$ cat config.mk
export PLATFORM = sky130hd
export DESIGN_NAME = unit_prop_controller
export DESIGN_NICKNAME = d
export VERILOG_FILES = /design/src/rtl/unit_prop_controller_pkg.sv /design/src/rtl/unit_prop_controller_finder.sv /design/src/rtl/unit_prop_controller.sv
export SDC_FILE = /design/constraint.sdc
export NUM_CORES = 1
export LEC_CHECK = 0
export BUFFER_PORTS_ARGS = -buffer_cell sky130_fd_sc_hd__buf_2
export CORE_AREA = 2 2 241 243
export DETAILED_ROUTE_END_ITERATION = 7
export DIE_AREA = 0 0 243 245
export PLACE_DENSITY = 0.64
export SETUP_SLACK_MARGIN = 0.4
export SKIP_CTS_REPAIR_TIMING = 1
export SYNTH_ARGS = -nofsm -noshare
export SYNTH_HDL_FRONTEND = slang
export SYNTH_SLANG_ARGS = --single-unit
export TNS_END_PERCENT = 30
$ cat constraint.sdc
create_clock -name clock -period 6.3 [get_ports clock]
set_input_delay 1.26 -clock clock [delete_from_list [all_inputs] [get_ports clock]]
set_output_delay 1.26 -clock clock [all_outputs]
set_load 0.005 [all_outputs]
$ cat src/rtl/unit_prop_controller_pkg.sv
// Shared types for the unit propagation controller.
// Purpose : literal / clause / formula containers, the BCP result code and
//           the sizing constants used by the controller, its clause finder
//           and anything talking to Propagate_literal.
// Ports   : none (package).
package unit_prop_controller_pkg;

    localparam int NUM_VARS    = 8;
    localparam int MAX_CLAUSES = 10;
    localparam int MAX_LITS    = 3;

    // A literal is a variable index plus its polarity (1 = positive).
    // Variable 0 is reserved and never legitimately assigned.
    typedef struct packed {
        logic       pol;
        logic [2:0] vid;
    } lit;

    typedef struct packed {
        logic [1:0]              count;
        lit [MAX_LITS-1:0]       lits;
    } clause;

    typedef struct packed {
        logic [3:0]              count;
        clause [MAX_CLAUSES-1:0] clauses;
    } formula;

    typedef enum logic [2:0] {
        RES_NONE   = 3'd0,
        RES_SAT    = 3'd1,
        RES_UNSAT  = 3'd2,
        RES_STABLE = 3'd3,
        RES_ERR    = 3'd4
    } res_t;

    localparam lit ZERO_LIT = '0;

endpackage

$ cat src/rtl/unit_prop_controller_finder.sv
// Combinational unit-clause finder.
// Purpose : looks at the live clauses of a formula (index < count) and
//           reports whether any is empty and which is the lowest-index unit
//           clause that is not masked off by the caller.
// Ports   : f          in  formula being scanned
//           skip_mask  in  clause indices the caller wants ignored as units
//           has_empty  out some live clause has no literals
//           has_unit   out an unmasked live unit clause exists
//           unit_idx   out index of the lowest such clause
//           unit_lit   out its single literal (lits[0])
module unit_clause_finder
    import unit_prop_controller_pkg::*;
(
    input  formula                 f,
    input  logic [MAX_CLAUSES-1:0] skip_mask,
    output logic                   has_empty,
    output logic                   has_unit,
    output logic [3:0]             unit_idx,
    output lit                     unit_lit
);

    // Only lits[0] of a unit clause matters; the remaining literal slots are
    // folded into this sink on purpose.
    logic unused_f_bits;
    assign unused_f_bits = ^f;

    // Walk clauses upward; the first unmasked unit found is kept so the
    // lowest index wins.
    always_comb begin
        has_empty = 1'b0;
        has_unit  = 1'b0;
        unit_idx  = '0;
        unit_lit  = ZERO_LIT;
        for (int i = 0; i < MAX_CLAUSES; i++) begin
            if (4'(i) < f.count) begin
                if (f.clauses[i].count == 2'd0) begin
                    has_empty = 1'b1;
                end else if (f.clauses[i].count == 2'd1 && !skip_mask[i] && !has_unit) begin
                    has_unit = 1'b1;
                    unit_idx = 4'(i);
                    unit_lit = f.clauses[i].lits[0];
                end
            end
        end
    end

endmodule

$ cat src/rtl/unit_prop_controller.sv
// Boolean constraint propagation sequencer.
// Purpose : repeatedly finds a unit clause, hands its literal to the single
//           Propagate_literal instance, waits for it and records the
//           assignment, until SAT, conflict, no unit left, or a limit hits.
// Ports   : clock, reset (sync, active-high); start / in_formula request;
//           busy, done, result, out_formula, assign_set, assign_val,
//           prop_count report; pl_* is the Propagate_literal handshake.
module unit_prop_controller
    import unit_prop_controller_pkg::*;
#(
    parameter int MAX_ITER   = 10,
    parameter int PL_TIMEOUT = 15
) (
    input  logic                clock,
    input  logic                reset,
    input  logic                start,
    input  formula              in_formula,
    output logic                busy,
    output logic                done,
    output res_t                result,
    output formula              out_formula,
    output logic [NUM_VARS-1:0] assign_set,
    output logic [NUM_VARS-1:0] assign_val,
    output logic [3:0]          prop_count,
    output logic                pl_find,
    output lit                  pl_lit,
    output formula              pl_formula,
    input  logic                pl_ended,
    input  logic                pl_empty_clause,
    input  logic                pl_empty_formula,
    input  formula              pl_out_formula
);

    localparam logic [7:0] ITER_LIMIT   = 8'(MAX_ITER);
    localparam logic [7:0] TIMEOUT_LAST = 8'(PL_TIMEOUT - 1);

    typedef enum logic [2:0] {IDLE, SCAN, ISSUE, WAIT, CHECK, FIN} state_t;

    state_t                 state_q, state_d;
    formula                 work_f_q, work_f_d;
    formula                 out_formula_q, out_formula_d;
    formula                 pl_res_f_q, pl_res_f_d;
    logic                   pl_ec_q, pl_ec_d;
    logic                   pl_ef_q, pl_ef_d;
    logic [NUM_VARS-1:0]    assign_set_q, assign_set_d;
    logic [NUM_VARS-1:0]    assign_val_q, assign_val_d;
    logic [3:0]             prop_count_q, prop_count_d;
    logic [7:0]             iter_q, iter_d;
    logic [7:0]             timeout_q, timeout_d;
    res_t                   result_q, result_d;
    lit                     unit_lit_q, unit_lit_d;
    logic [MAX_CLAUSES-1:0] skip_q, skip_d;

    logic       has_empty;
    logic       has_unit;
    logic [3:0] unit_idx;
    lit         unit_lit;

    // Units whose variable already holds the same value are masked here one
    // at a time, so the finder then offers the next unit on the following
    // SCAN cycle.
    unit_clause_finder u_finder (
        .f         (work_f_q),
        .skip_mask (skip_q),
        .has_empty (has_empty),
        .has_unit  (has_unit),
        .unit_idx  (unit_idx),
        .unit_lit  (unit_lit)
    );

    // State register; reset beats start, pl_ended and everything else.
    always_ff @(posedge clock) begin
        if (reset) begin
            state_q       <= IDLE;
            work_f_q      <= '0;
            out_formula_q <= '0;
            pl_res_f_q    <= '0;
            pl_ec_q       <= 1'b0;
            pl_ef_q       <= 1'b0;
            assign_set_q  <= '0;
            assign_val_q  <= '0;
            prop_count_q  <= '0;
            iter_q        <= '0;
            timeout_q     <= '0;
            result_q      <= RES_NONE;
            unit_lit_q    <= ZERO_LIT;
            skip_q        <= '0;
        end else begin
            state_q       <= state_d;
            work_f_q      <= work_f_d;
            out_formula_q <= out_formula_d;
            pl_res_f_q    <= pl_res_f_d;
            pl_ec_q       <= pl_ec_d;
            pl_ef_q       <= pl_ef_d;
            assign_set_q  <= assign_set_d;
            assign_val_q  <= assign_val_d;
            prop_count_q  <= prop_count_d;
            iter_q        <= iter_d;
            timeout_q     <= timeout_d;
            result_q      <= result_d;
            unit_lit_q    <= unit_lit_d;
            skip_q        <= skip_d;
        end
    end

    // Next-state logic. Propagate_literal results are captured on the cycle
    // pl_ended is seen so CHECK does not depend on them staying valid.
    always_comb begin
        state_d       = state_q;
        work_f_d      = work_f_q;
        out_formula_d = out_formula_q;
        pl_res_f_d    = pl_res_f_q;
        pl_ec_d       = pl_ec_q;
        pl_ef_d       = pl_ef_q;
        assign_set_d  = assign_set_q;
        assign_val_d  = assign_val_q;
        prop_count_d  = prop_count_q;
        iter_d        = iter_q;
        timeout_d     = timeout_q;
        result_d      = result_q;
        unit_lit_d    = unit_lit_q;
        skip_d        = skip_q;

        unique case (state_q)
            IDLE: begin
                if (start) begin
                    work_f_d     = in_formula;
                    assign_set_d = '0;
                    assign_val_d = '0;
                    prop_count_d = '0;
                    iter_d       = '0;
                    skip_d       = '0;
                    result_d     = RES_NONE;
                    state_d      = SCAN;
                end
            end
            SCAN: begin
                if (work_f_q.count == 4'd0) begin
                    result_d = RES_SAT;
                    state_d  = FIN;
                end else if (has_empty) begin
                    result_d = RES_UNSAT;
                    state_d  = FIN;
                end else if (has_unit) begin
                    if (unit_lit.vid == 3'd0) begin
                        result_d = RES_ERR;
                        state_d  = FIN;
                    end else if (assign_set_q[unit_lit.vid]) begin
                        if (assign_val_q[unit_lit.vid] != unit_lit.pol) begin
                            result_d = RES_UNSAT;
                            state_d  = FIN;
                        end else begin
                            skip_d = skip_q | ({{(MAX_CLAUSES-1){1'b0}}, 1'b1} << unit_idx);
                        end
                    end else begin
                        unit_lit_d = unit_lit;
                        state_d    = ISSUE;
                    end
                end else begin
                    result_d = RES_STABLE;
                    state_d  = FIN;
                end
            end
            ISSUE: begin
                assign_set_d[unit_lit_q.vid] = 1'b1;
                assign_val_d[unit_lit_q.vid] = unit_lit_q.pol;
                if (iter_q != 8'hFF) begin
                    iter_d = iter_q + 8'd1;
                end
                // The ISSUE cycle already counts as one cycle of pl_find high.
                timeout_d = 8'd1;
                state_d   = WAIT;
            end
            WAIT: begin
                if (pl_ended) begin
                    pl_res_f_d = pl_out_formula;
                    pl_ec_d    = pl_empty_clause;
                    pl_ef_d    = pl_empty_formula;
                    state_d    = CHECK;
                end else if (timeout_q >= TIMEOUT_LAST) begin
                    result_d = RES_ERR;
                    state_d  = FIN;
                end else begin
                    timeout_d = timeout_q + 8'd1;
                end
            end
            CHECK: begin
                work_f_d = pl_res_f_q;
                skip_d   = '0;
                if (prop_count_q != 4'hF) begin
                    prop_count_d = prop_count_q + 4'd1;
                end
                if (pl_ec_q) begin
                    result_d = RES_UNSAT;
                    state_d  = FIN;
                end else if (pl_ef_q) begin
                    result_d = RES_SAT;
                    state_d  = FIN;
                end else if (iter_q >= ITER_LIMIT) begin
                    result_d = RES_ERR;
                    state_d  = FIN;
                end else begin
                    state_d = SCAN;
                end
            end
            FIN: begin
                out_formula_d = work_f_q;
                state_d       = IDLE;
            end
            default: begin
                state_d = IDLE;
            end
        endcase
    end

    // Handshake and status outputs decode straight from state so pl_find
    // drops the cycle after reset or as soon as WAIT is left.
    assign pl_find     = (state_q == ISSUE) || (state_q == WAIT);
    assign pl_lit      = unit_lit_q;
    assign pl_formula  = work_f_q;
    assign busy        = (state_q == SCAN) || (state_q == ISSUE) ||
                         (state_q == WAIT) || (state_q == CHECK);
    assign done        = (state_q == FIN);
    assign result      = result_q;
    assign out_formula = out_formula_q;
    assign assign_set  = assign_set_q;
    assign assign_val  = assign_val_q;
    assign prop_count  = prop_count_q;

endmodule
After elaboration in Yosys (flattened, before gate mapping)
Index checks and enable logic that the tools add are counted.

storage, ports and cells
  register bits after elaboration = 490
  bits of input ports = 294
  logic and storage cells = 517

operators by class
  add/sub/neg operators = 3
  $lt $le $gt $ge = 15
  equal/unequal tests = 35
  shift operators = 1
  muxes and demuxes = 161
  bitwise operators = 6
  reductions and logical operators = 71

operators with widths
  kind                  count
  $pmux 144 s2          1
  $mux 4                58
  $mux 144              1
  $mux 3                24
  $mux 10               7
  $pmux 8 s2            4
  $mux 1                54
  $mux 8                4
  $pmux 10 s3           1
  $ne 2x2->1 const B    12
  $eq 2x1->1 const B    10
  $logic_and 1x1->1     20
  $logic_not 2->1       10
  $logic_not 1->1       19
  $add 8x1->8 const B   2
  $ge 8x4->1 const B    2
  $lt 3x4->1 const A    4
  $pmux 3 s5            1
  $ne 6x6->1 const B    2
  $pmux 3 s4            1
  $reduce_and 3->1      4
  $or 10x10->10         1
  $shl 1x4->10 const A  1
  $bwmux 8              1
  other kinds (29)      48

Longest topological paths before layout
  depth after elaboration = 60
  gate-level depth with buffers = 15
  mapped depth without buffers = 11

Cells and area by module
From an unflattened synthesis, not the netlist that was laid out.

unflattened totals
  cells, all modules = 2,346
  area total of the unflattened synthesis = 19,496.2 sq um

modules (own cells, without submodules)
  module                times used  cells an instance  area each (sq um)  sequential area each (sq um)
  unit_prop_controller  1           2,217              18,677.9           9,809.4
  unit_clause_finder    1           129                818.3              0.0

Worst setup path before layout
OpenSTA, ideal clock, no wires.

  path type = reg2reg
  from = register work_f_q, in the netlist pl_formula[141]
  to = register result_q[1], in the netlist result[1]
  library setup time = 59 ps
  arrival time = 3,576 ps
  required time = 6,241 ps
  slack = 2,666 ps
  stages on the path, launching flop included = 15
  buffers on the path = 3
  clock period less this slack = 3,634 ps
  cells stage by stage = dfxtp_1 -> buf_4 -> or3_1 -> clkbuf_1 -> a22o_4 -> nor3_4 -> a221o_1 -> a21oi_2 -> or2_1 -> buf_4 -> a2111o_1 -> nand4_1 -> mux2_2 -> or4_1 -> nand2_1

on the way
  longest elaborated chain between the ends = 53
  elaborated cells on any way between the ends = 118
  classes of those cells = order compare: 10; eq/ne: 3; mux: 84; reduce/logical: 21

ends and longest elaborated chain
  what                                                 RTL line                     RTL
  start, declared                                      unit_prop_controller.sv:40   formula work_f_q, work_f_d;
  start signal, assigned                               unit_prop_controller.sv:90   work_f_q <= work_f_d;
  branches (longest 53 deep; another with $lt 1x4->1)  -
  end signal, assigned                                 unit_prop_controller.sv:100  result_q <= result_d;
  end, declared                                        unit_prop_controller.sv:50   res_t result_q, result_d;

Several ways; the timed one is not identified. The select of a mux whose other input is x is not followed.
A chain may end at the register's enable or synchronous reset.

Final worst setup path
  from = register work_f_q, in the netlist pl_formula[143]
  to = register skip_q[5]

on the way
  longest elaborated chain between the ends = 56
  elaborated cells on any way between the ends = 153
  classes of those cells = order compare: 10; eq/ne: 7; shift: 1; mux: 113; bitwise: 1; reduce/logical: 21

ends and longest elaborated chain
  what                  RTL line                           RTL
  $lt 1x4->1            unit_prop_controller_finder.sv:35  if (4'(i) < f.count) begin
  $mux 1                unit_prop_controller_finder.sv:35
  $logic_not 1->1       unit_prop_controller_finder.sv:38  end else if (f.clauses[i].count == 2'd1 && !skip_mask[i] && !has_unit) begin
  $logic_and 1x1->1     unit_prop_controller_finder.sv:38
  $mux 1                unit_prop_controller_finder.sv:38
  $mux 1                unit_prop_controller_finder.sv:36  if (f.clauses[i].count == 2'd0) begin
  $mux 1                unit_prop_controller_finder.sv:35
  $logic_not 1->1       unit_prop_controller_finder.sv:38
  [40 not listed]       -
  $or 10x10->10         unit_prop_controller.sv:153        skip_d = skip_q | ({{(MAX_CLAUSES-1){1'b0}}, 1'b1} << unit_idx);
  $mux 10               unit_prop_controller.sv:149        if (assign_val_q[unit_lit.vid] != unit_lit.pol) begin
  $mux 10               unit_prop_controller.sv:148        end else if (assign_set_q[unit_lit.vid]) begin
  $mux 10               unit_prop_controller.sv:145        if (unit_lit.vid == 3'd0) begin
  $mux 10               unit_prop_controller.sv:144        end else if (has_unit) begin
  $mux 10               unit_prop_controller.sv:141        end else if (has_empty) begin
  $mux 10               unit_prop_controller.sv:138        if (work_f_q.count == 4'd0) begin
  $pmux 10 s3           unit_prop_controller.sv:124        unique case (state_q)
  end signal, assigned  unit_prop_controller.sv:102        skip_q <= skip_d;
  end, declared         unit_prop_controller.sv:52         logic [MAX_CLAUSES-1:0] skip_q, skip_d;

Parallel ways exist; a longest one is shown, timed or not. The select of a mux whose other input is x is not followed.

==> impl_metrics.env <==
export IMPL_wire_per_inst_um=20.1
export IMPL_rsz0062_at_grt="false"
export IMPL_first_global_vias=18500
export IMPL_clkPwrFrac_pct=45.7
export IMPL_cp_max_fo=18
export IMPL_syn_to_final_growth_pct=28.0
export IMPL_cts_buffers=55
export IMPL_viasPerCell=5.14
export IMPL_ctsHtreeMaxLevel=2
export IMPL_clock_latency_ps=610
export IMPL_critPathLaunch="pl_formula[143]"
export IMPL_arrival_ps=5360
export IMPL_slowest_stage="nor4b_1"
export IMPL_timing_setup_tns_ps=0
export IMPL_worstHoldPathType="reg -> reg"
export IMPL_hp_start="out_formula[80]"
export IMPL_via_count=19600
export IMPL_firstDrtPassIters=6
export IMPL_fp_dieW_um=243
export IMPL_status="finished, final reports clean"
export IMPL_finalCritPeriodShare_pct=76.9
export IMPL_finalHoldViolations=0
export IMPL_fin_worst_skew_ps=18.1
export IMPL_cp_common_cell="nor3_2"
export IMPL_p_sw_share_pct=26.2
export IMPL_antenna_found_initial=17
export IMPL_max_slew_margin_rel_pct=17.9
export IMPL_drive_gt1_share_pct=24.8
export IMPL_core_mm2=0.0570
export IMPL_io_buffers=611
export IMPL_crit_chain="a211oi_1 > nor4b_1 > nor3_2 > nand3_1 > nor2_1 > nor3_2 > mux4_2 > or4_1 > o31ai_2"
export IMPL_slowest_delay_ps=920
export IMPL_syn_inst=2519
export IMPL_critPathRequiredTime_ps=6810
export IMPL_grt_max_degree=202
export IMPL_hpwl_um=52600
export IMPL_worstSetupEndpointType="flop"
export IMPL_place_gp_congestion=0.863
export IMPL_synth_top_area_share_pct=50.3
export IMPL_synth_edf_count=0
export IMPL_yosys_area_top_type="dfxtp_1"
export IMPL_ys_ff_latch=490
export IMPL_syn_num_nets=2818
export IMPL_wl_um=76800
export IMPL_worst_pin_slew_ps=1230
export IMPL_route_detailed_drc=0
export IMPL_post_synth_top_count_cell="nand2_1"
export IMPL_fp_dieArea_mm2=0.0595
export IMPL_startpoint_type="flop"
export IMPL_power_uw=7620
export IMPL_p_comb_share_pct=10.2
export IMPL_cap_violations=0
export IMPL_synthTopCellsByArea="dfxtp_1 50%, nand2_1 18%, a21oi_1 7.9%"
export IMPL_crit_type="reg -> reg"
export IMPL_async_flop_share_pct=0
export IMPL_place_worst_setup_slack_ps=1500
export IMPL_clock_sinks=490
export IMPL_setup_viol=0
export IMPL_p_int_uw=5630
export IMPL_nFillCells=5912
export IMPL_finalWorstSetupSlack_ps=1460
export IMPL_cts_buffer_depth=3
export IMPL_ir_drop_mv=0.210
export IMPL_path_buf_inv=0
export IMPL_initial_utilization_pct=34.2
export IMPL_rows=88
export IMPL_critical_path_top_delay_family="simple AND/OR/NAND/NOR gates"
export IMPL_p_sw_uw=2000
export IMPL_dieHeight_um=245
export IMPL_cts_root_buf="clkbuf_16"
export IMPL_synth_cell_types=80
export IMPL_boundaryPins=612
export IMPL_yosysSeqAreaShare_pct=50.3
export IMPL_synth_top_flop_cell="dfxtp_1"
export IMPL_ant_nets=0
export IMPL_power_static_leakage_uw=0.0104
export IMPL_grt_pass1_wl_um=114000
export IMPL_max_freq_mhz=206
export IMPL_syn_area_mm2=0.0195
export IMPL_cts_tree="built"
export IMPL_finalCriticalPeriod_ps=4840
export IMPL_nNetsFinal=3303
export IMPL_grt_ovfl_total=0
export IMPL_finalMaxSlewViolations=0
export IMPL_reg2reg_from="pl_formula[143]"
export IMPL_power_density_mw_per_mm2=305
export IMPL_power_frac_seq_pct=44.1
export IMPL_ys_warn_count=0
export IMPL_ys_top_cells_by_count="910 x nand2_1, 490 x dfxtp_1, 308 x a21oi_1"
export IMPL_clk_pin_slew_ps=60
export IMPL_drtIter0Drc=1063
export IMPL_synth_avg_cell_area_um2=7.74
export IMPL_grt_usage_pct=24.6
## logic make-up (layout without fill, tap and decap cells)
group           after synthesis  after routing  synth area share (%)
compound gates              559            559                  18.7
mux                          14             14                 0.885
buf+inv                     212            744                  4.16
flops                       490            490                  50.3
other cells                   0              9                     0
xor+xnor                      8              8                 0.359
fa+ha+maj                     5              5                 0.321
simple gates               1231           1231                  25.3
## cell usage in the layout (no fill, tap or decap), drive strengths merged, types with 7 or more instances in the layout
master,n
xor2,7
clkinv,10
inv,14
buf,628
clkbuf,83
and2,9
nor3b,10
a22oi,17
bufinv,7
a21oi,309
nand4,8
nor3,19
a31oi,8
nand2,911
a311oi,145
diode,9
nor2,210
or3,7
dfxtp,490
o21ai,25
o31ai,8
nand3,15
## layout make-up
type | count | area [um2] | area share, %
flip-flops and latches | 490 | 9810 | 39.3
multi-input cells | 1817 | 8920 | 35.7
repair buffers | 628 | 3230 | 12.9
clock buffers | 83 | 1670 | 6.70
well taps | 765 | 957 | 3.83
clock inverters | 21 | 312 | 1.25
inverters | 12 | 50.0 | 0.200
diodes | 9 | 22.5 | 0.0902
## per-layer routing
metal | vias up | routed length (um) | GRT usage, %
met1 | 9252 | 32600 | 31.1
met2 | 684 | 36300 | 41.1
li1 | 9539 | - | -
met4 | 16 | 2670 | 9.06
met3 | 152 | 5110 | 5.63
met5 | - | 97 | 0
## state kept, by name (all words and copies together), names as in the netlist
name,flops
result,3
prop_count,4
timeout_q,8
pl_ec_q,1
out_formula,144
assign_set,8
pl_ef_q,1
pl_formula,144
pl_lit,4
skip_q,10
iter_q,8
assign_val,8
state_q,3
pl_res_f_q,144
## tightest hold or removal path, cell delays in order, from the launching register on
cell and delay [ps]:
dfxtp_1 300, nand2_1 50, a21oi_1 50
## worst paths after layout
| path | to | cells past startpoint | slack [ps] |
|---|---|---|---|
| worst min register to register | out_formula[80] | 2 | 450 |
| worst min-delay path | out_formula[80] | 2 | 450 |
| worst max-delay path | skip_q[5] | 9 | 1460 |
| worst max register to register | skip_q[5] | 9 | 1460 |
## through the flow
stage | std cells | hold WS, ps | util, % | area (um2)
final | 3825 | 450 | 43.8 | 25000
after detailed placement | 3712 | 443 | 40.3 | 23000
after global placement | 3712 | 438 | 40.3 | 23000
after global routing | 3824 | 465 | 43.8 | 25000
after CTS | 3816 | 452 | 43.8 | 25000
after floorplan | 2519 | 423 | - | 19500
## power by group through the flow
stage | Combinational [uW] | Clock, uW | Sequential, uW
3_5_place_dp | 779 | 0 | 3440
5_1_grt | 854 | 3670 | 3380
3_3_place_gp | 780 | 0 | 3440
2_1_floorplan | 418 | 0 | 3370
4_1_cts | 782 | 3550 | 3370
6_report | 777 | 3480 | 3370
Note: power is estimated with default switching activity, not from simulation.
